$ cat src/rtl/barrier_core_frontend.sv
// rtl/barrier_core_frontend.sv - per-cluster barrier front-end: arrival serializer and core release.
// Optional per-core clock gating during WAIT is enabled by defining BARRIER_CLKGATE_EN.
module barrier_core_frontend #(
  parameter int NUM_CORES = 4
) (
  input  logic                 clk_i,
  input  logic                 rst_ni,
  input  logic [NUM_CORES-1:0] core_req_i,
  output logic [NUM_CORES-1:0] core_ack_o,
  output logic [NUM_CORES-1:0] core_busy_o,
  output logic [NUM_CORES-1:0] core_clk_en_o,
  output logic [NUM_CORES-1:0] core_abort_o,
  output logic                 barrier_get_o,
  input  logic [NUM_CORES-1:0] barrier_event_i,
  input  logic                 flush_i,
  output logic                 clear_req_o,
  output logic                 spurious_evt_o,
  input  logic                 spurious_clr_i
);

  localparam int PW = $clog2(NUM_CORES);

  typedef enum logic [1:0] {S_IDLE, S_PEND, S_WAIT, S_REL} state_e;

  state_e               state_q [NUM_CORES];
  state_e               state_d [NUM_CORES];
  logic [NUM_CORES-1:0] pend;
  logic [NUM_CORES-1:0] ack_q, ack_d;
  logic [NUM_CORES-1:0] abort_q, abort_d;
  logic [PW-1:0]        ptr_q, ptr_d;
  logic [PW-1:0]        cand;
  logic [PW-1:0]        gnt_idx;
  logic                 gnt_vld;
  logic                 clear_q;
  logic                 spur_q;
  logic                 spur_set;

  always_comb begin
    pend        = '0;
    core_busy_o = '0;
    for (int k = 0; k < NUM_CORES; k++) begin
      pend[k]        = (state_q[k] == S_PEND);
      core_busy_o[k] = (state_q[k] == S_PEND) || (state_q[k] == S_WAIT);
    end
  end

  // Round-robin: first pending core at or after the pointer wins; flush blocks all grants.
  always_comb begin
    cand    = '0;
    gnt_idx = '0;
    gnt_vld = 1'b0;
    for (int i = 0; i < NUM_CORES; i++) begin
      cand = ptr_q + PW'(i);
      if (!gnt_vld && pend[cand]) begin
        gnt_vld = 1'b1;
        gnt_idx = cand;
      end
    end
    if (flush_i) begin
      gnt_vld = 1'b0;
    end
    ptr_d = gnt_vld ? gnt_idx + PW'(1) : ptr_q;
  end

  always_comb begin
    spur_set = 1'b0;
    for (int k = 0; k < NUM_CORES; k++) begin
      state_d[k] = state_q[k];
      ack_d[k]   = 1'b0;
      abort_d[k] = 1'b0;
      if (barrier_event_i[k] && (state_q[k] != S_WAIT)) begin
        spur_set = 1'b1;
      end
      case (state_q[k])
        S_IDLE: begin
          if (core_req_i[k]) state_d[k] = S_PEND;
        end
        S_PEND: begin
          if (flush_i) begin
            state_d[k] = S_REL;
            ack_d[k]   = 1'b1;
            abort_d[k] = 1'b1;
          end else if (gnt_vld && (gnt_idx == PW'(k))) begin
            state_d[k] = S_WAIT;
          end
        end
        S_WAIT: begin
          if (flush_i) begin
            state_d[k] = S_REL;
            ack_d[k]   = 1'b1;
            abort_d[k] = 1'b1;
          end else if (barrier_event_i[k]) begin
            state_d[k] = S_REL;
            ack_d[k]   = 1'b1;
          end
        end
        S_REL: begin
          if (!core_req_i[k]) state_d[k] = S_IDLE;
        end
        default: state_d[k] = S_IDLE;
      endcase
    end
  end

  always_ff @(posedge clk_i or negedge rst_ni) begin
    if (!rst_ni) begin
      for (int k = 0; k < NUM_CORES; k++) state_q[k] <= S_IDLE;
      ack_q   <= '0;
      abort_q <= '0;
      ptr_q   <= '0;
      clear_q <= 1'b0;
      spur_q  <= 1'b0;
    end else begin
      for (int k = 0; k < NUM_CORES; k++) state_q[k] <= state_d[k];
      ack_q   <= ack_d;
      abort_q <= abort_d;
      ptr_q   <= ptr_d;
      clear_q <= flush_i;
      // A new spurious event takes priority over a simultaneous clear.
      if (spur_set) spur_q <= 1'b1;
      else if (spurious_clr_i) spur_q <= 1'b0;
    end
  end

`ifdef BARRIER_CLKGATE_EN
  logic [NUM_CORES-1:0] clk_en_q;

  // Registered from next state so the enable is clean and already high in the ack cycle.
  always_ff @(posedge clk_i or negedge rst_ni) begin
    if (!rst_ni) begin
      clk_en_q <= '1;
    end else begin
      for (int k = 0; k < NUM_CORES; k++) clk_en_q[k] <= (state_d[k] != S_WAIT);
    end
  end

  assign core_clk_en_o = clk_en_q;
`else
  assign core_clk_en_o = '1;
`endif

  assign core_ack_o     = ack_q;
  assign core_abort_o   = abort_q;
  assign barrier_get_o  = (|pend) && !flush_i;
  assign clear_req_o    = clear_q;
  assign spurious_evt_o = spur_q;

endmodule

$ cat config.mk
export PLATFORM = sky130hd
export DESIGN_NAME = barrier_core_frontend
export DESIGN_NICKNAME = d
export VERILOG_FILES = /design/src/rtl/barrier_core_frontend.sv
export SDC_FILE = /design/constraint.sdc
export NUM_CORES = 1
export LEC_CHECK = 0
export CELL_PAD_IN_SITES_DETAIL_PLACEMENT = 0
export CELL_PAD_IN_SITES_GLOBAL_PLACEMENT = 2
export CORE_ASPECT_RATIO = 0.5
export CORE_MARGIN = 2
export CORE_UTILIZATION = 32
export CTS_CLUSTER_DIAMETER = 150
export DETAILED_ROUTE_END_ITERATION = 10
export PLACE_DENSITY_LB_ADDON = 0.1
export SYNTH_ARGS = -nofsm -noshare
export SYNTH_HDL_FRONTEND = slang
export SYNTH_SLANG_ARGS = --single-unit
$ cat constraint.sdc
create_clock -name clk_i -period 3.19 [get_ports clk_i]
set_input_delay 0.638 -clock clk_i [delete_from_list [all_inputs] [get_ports clk_i]]
set_output_delay 0.638 -clock clk_i [all_outputs]
set_load 0.05 [all_outputs]
==> metrics.txt <==
# TYPE chip_impl_metric gauge
chip_impl_metric{name="die-height",unit="µm"} 54.8
chip_impl_info{name="rsz0062_at_grt",value="false"} 1
chip_impl_metric{name="timing.final.max_slew_violations",unit=""} 0
chip_impl_metric{name="placement_rows",unit=""} 18
chip_impl_metric{name="worst-r2r-setup-slack",unit="ps"} 310
chip_impl_metric{name="length_of_the_first_detailed_routing_pass_in_iterations",unit=""} 4
chip_impl_metric{name="slew_headroom",unit="%"} 62.0
chip_impl_metric{name="wl_per_cell",unit="µm"} 16.0
chip_impl_metric{name="synth_enable_flop_cells",unit=""} 0
chip_impl_metric{name="port_buffers",unit=""} 26
chip_impl_metric{name="fill_cells",unit=""} 507
chip_impl_info{name="startpoint",value="state_q[5]"} 1
chip_impl_metric{name="die_w",unit="µm"} 106
chip_impl_metric{name="count_of_boundary_i_o_pins",unit=""} 31
chip_impl_metric{name="grt_antenna_before_repair",unit=""} 0
chip_impl_metric{name="seq_area",unit="µm²"} 500
chip_impl_metric{name="critical_path_required",unit="ps"} 3350
chip_impl_info{name="synth-main-ff-cell",value="sky130_fd_sc_hd__dfrtp_1"} 1
chip_impl_metric{name="reg2reg_depth",unit=""} 9
chip_impl_metric{name="numClockSinks",unit=""} 20
chip_impl_metric{name="grt_max_degree",unit=""} 21
chip_impl_metric{name="crit_arrival",unit="ps"} 3040
chip_impl_metric{name="hpwlAfterDp",unit="µm"} 3290
chip_impl_metric{name="fin_worst_skew",unit="ps"} 1.82
chip_impl_metric{name="netlist_instances",unit=""} 177
chip_impl_metric{name="total_routed_wirelength",unit="µm"} 4350
chip_impl_metric{name="number_of_maximum_capacitance_violations",unit=""} 0
chip_impl_metric{name="buffers_from_clock_root_to_sink_at_most",unit=""} 2
chip_impl_metric{name="layout-drive-gt1-share",unit="%"} 11.4
chip_impl_metric{name="ys_seq_area_share",unit="%"} 30.3
chip_impl_metric{name="drtIter0Drc",unit=""} 68
chip_impl_metric{name="timing.setup.tns",unit="ps"} 0
chip_impl_metric{name="postCtsHoldBufs",unit=""} 0
chip_impl_metric{name="cts_made_buffers",unit=""} 3
chip_impl_metric{name="fin_nets",unit=""} 234
chip_impl_metric{name="detailed_place.area",unit="µm²"} 1970
chip_impl_metric{name="grt_first_pass_wirelength",unit="µm"} 7050
chip_impl_metric{name="antennaDiodeCount",unit=""} 0
chip_impl_metric{name="cts_setup_buffers",unit=""} 0
chip_impl_info{name="cts_root_buf",value="sky130_fd_sc_hd__clkbuf_8"} 1
chip_impl_metric{name="postSynthAreaPerCell",unit="µm²"} 9.35
chip_impl_info{name="cts_tree",value="yes"} 1
chip_impl_metric{name="start_util",unit="%"} 33.4
chip_impl_metric{name="whs_path_depth",unit=""} 2
chip_impl_metric{name="slowest_delay",unit="ps"} 540
chip_impl_metric{name="ys_seq_elements",unit=""} 20
chip_impl_metric{name="global_route.overflow_total",unit=""} 0
chip_impl_metric{name="core",unit="µm²"} 4950
chip_impl_metric{name="cts.clk_slew.worst_paths",unit="ps"} 80
chip_impl_metric{name="place_inst",unit=""} 267
chip_impl_metric{name="max_freq",unit="MHz"} 347
chip_impl_metric{name="yosys_warnings",unit=""} 0
chip_impl_metric{name="asyncSetResetFlopFracSynth",unit="%"} 100
chip_impl_metric{name="critPathMaxFanout",unit=""} 5
chip_impl_metric{name="cts_resized",unit=""} 0
chip_impl_info{name="startpoint_type",value="flip-flop"} 1
chip_impl_metric{name="layout_min_cycle_time",unit="ps"} 2880
chip_impl_metric{name="die_outline_area",unit="µm²"} 5800
chip_impl_info{name="worst_hold_path.endpoint",value="spurious_evt_o"} 1
chip_impl_info{name="status",value="completed"} 1
chip_impl_metric{name="clock_latency",unit="ps"} 270
chip_impl_info{name="slowest_stage",value="sky130_fd_sc_hd__mux2i_1"} 1
chip_impl_metric{name="syn2layout_area_growth",unit="%"} 22.6
chip_impl_metric{name="postRouteAntennaNets",unit=""} 0
chip_impl_info{name="min_from",value="spurious_evt_o"} 1
chip_impl_metric{name="route.vias.total",unit=""} 1344
chip_impl_metric{name="netlist-cell-type-count",unit=""} 50
chip_impl_info{name="timing.rr.end",value="state_q[1]"} 1
chip_impl_metric{name="viasPerCell",unit=""} 4.96
chip_impl_metric{name="final.period_utilization",unit="%"} 90.2
chip_impl_metric{name="instances_no_fill",unit=""} 271
chip_impl_metric{name="timing.final.setup_violations",unit=""} 0
chip_impl_metric{name="layout.cell_area.non_filler",unit="µm²"} 2030
chip_impl_info{name="setup.worst_path.class",value="reg -> reg"} 1
chip_impl_metric{name="drcViolationCount",unit=""} 0
chip_impl_info{name="rr_startpoint",value="state_q[5]"} 1
chip_impl_metric{name="final_hold_viol_count",unit=""} 0
chip_impl_metric{name="routabilityCongestion",unit=""} 0.796
chip_impl_info{name="end_kind",value="flip-flop"} 1
chip_impl_metric{name="cts.htree.levels",unit=""} 1
chip_impl_metric{name="grt_pass1_vias",unit=""} 1413
chip_impl_metric{name="grt_use_total",unit="%"} 16.1
chip_impl_info{name="hold_class",value="reg -> reg"} 1
chip_impl_metric{name="post_synth_instance_area",unit="µm²"} 1650
chip_impl_metric{name="worst_pin_slew",unit="ps"} 554
chip_impl_metric{name="multi_input_comb_area",unit="µm²"} 1020
chip_impl_info{name="worstPathCellList",value="inv_1, ha_1, and2_1, a211o_1, o22ai_2, mux2i_1, a2111oi_4, o21ai_2, mux2_4"} 1
-- routing by layer --
layer  GRT usage (%)  share of wire, %  vias up
met1            23.0                55      647
met5               0                 0        -
met3            3.93               3.4        4
met4            3.51              0.51        0
met2            24.9                41       26
li1                -                 -      667
-- layout make-up --
cell class | instances | share of cell area, %
inverter | 18 | 3.33
sequential | 20 | 24.7
tap | 70 | 4.32
timing repair buffer | 30 | 14.8
clock buffer | 4 | 2.71
multi-input combinational | 129 | 50.2
-- critical path, delay by kind of cell, from the launching register on --
| family | cells | cell delay, ps |
|---|---|---|
| flops | 1 | 410 |
| fa+ha+maj | 1 | 270 |
| mux | 2 | 860 |
| buf+inv | 1 | 120 |
| compound gates | 4 | 930 |
| simple gates | 1 | 180 |
-- placed cells by master (no fill, tap or decap), types with 6 or more instances in the layout --
| cell | netlist | final |
|---|---|---|
| sky130_fd_sc_hd__o21ai_0 | 6 | 6 |
| sky130_fd_sc_hd__clkdlybuf4s50_1 | 0 | 25 |
| sky130_fd_sc_hd__inv_1 | 18 | 18 |
| sky130_fd_sc_hd__dfrtp_1 | 20 | 20 |
| sky130_fd_sc_hd__nand2_1 | 15 | 15 |
| sky130_fd_sc_hd__mux2i_1 | 7 | 7 |
| sky130_fd_sc_hd__nor2_1 | 9 | 9 |
| sky130_fd_sc_hd__ha_1 | 20 | 20 |
| sky130_fd_sc_hd__a211oi_1 | 6 | 6 |
| sky130_fd_sc_hd__a21oi_1 | 6 | 6 |
-- metrics by stage --
stage	utilization, %	hold WS, ps	worst slack [ps]
6_report	40.9	533	311
5_1_grt	40.9	583	120
4_1_cts	40.9	537	286
3_5_place_dp	39.8	516	300
3_3_place_gp	39.8	516	311
2_1_floorplan	-	342	753
-- worst max path at each step --
stage / end / cells past startpoint
after floorplan: barrier_get_o / 3
after global placement: state_q[1] / 9
after detailed placement: state_q[1] / 9
after CTS: state_q[1] / 9
after global routing: state_q[1] / 9
final: state_q[1] / 9
-- synthesized netlist by cell type, drive strengths merged, types with 2 or more instances --
cell type	count	area (µm²)
inv	18	67.6
nand2	15	56.3
mux2	6	71.3
a21oi	7	38.8
o31a	2	17.5
a21boi	5	41.3
dfrtp	20	500
nor2b	3	18.8
o21ai	8	43.8
nor3	2	10.0
nor2	9	33.8
buf	10	68.8
a21o	2	15.0
a31oi	4	25.0
mux2i	7	70.1
and2	5	31.3
and3	2	12.5
ha	20	250
clkbuf	3	11.3
a211oi	6	45.0
-- cells by family (layout without fill, tap and decap cells) --
family | after synthesis | after routing | share of synthesized area (%)
other cells | 1 | 4 | 0.227
flops | 20 | 20 | 30.3
simple gates | 42 | 42 | 12.5
compound gates | 49 | 49 | 23.1
mux | 14 | 14 | 9.91
buf+inv | 31 | 52 | 8.93
fa+ha+maj | 20 | 20 | 15.1
-- state kept, by name, indices dropped and copies added, names as in the netlist --
signal and cells:
clear_req_o 1, core_abort_o 4, core_ack_o 4, ptr_q 2, spurious_evt_o 1, state_q 8
Power is not shown: default switching activity piles up to over one toggle a cycle in this logic, so the estimate is an artifact.
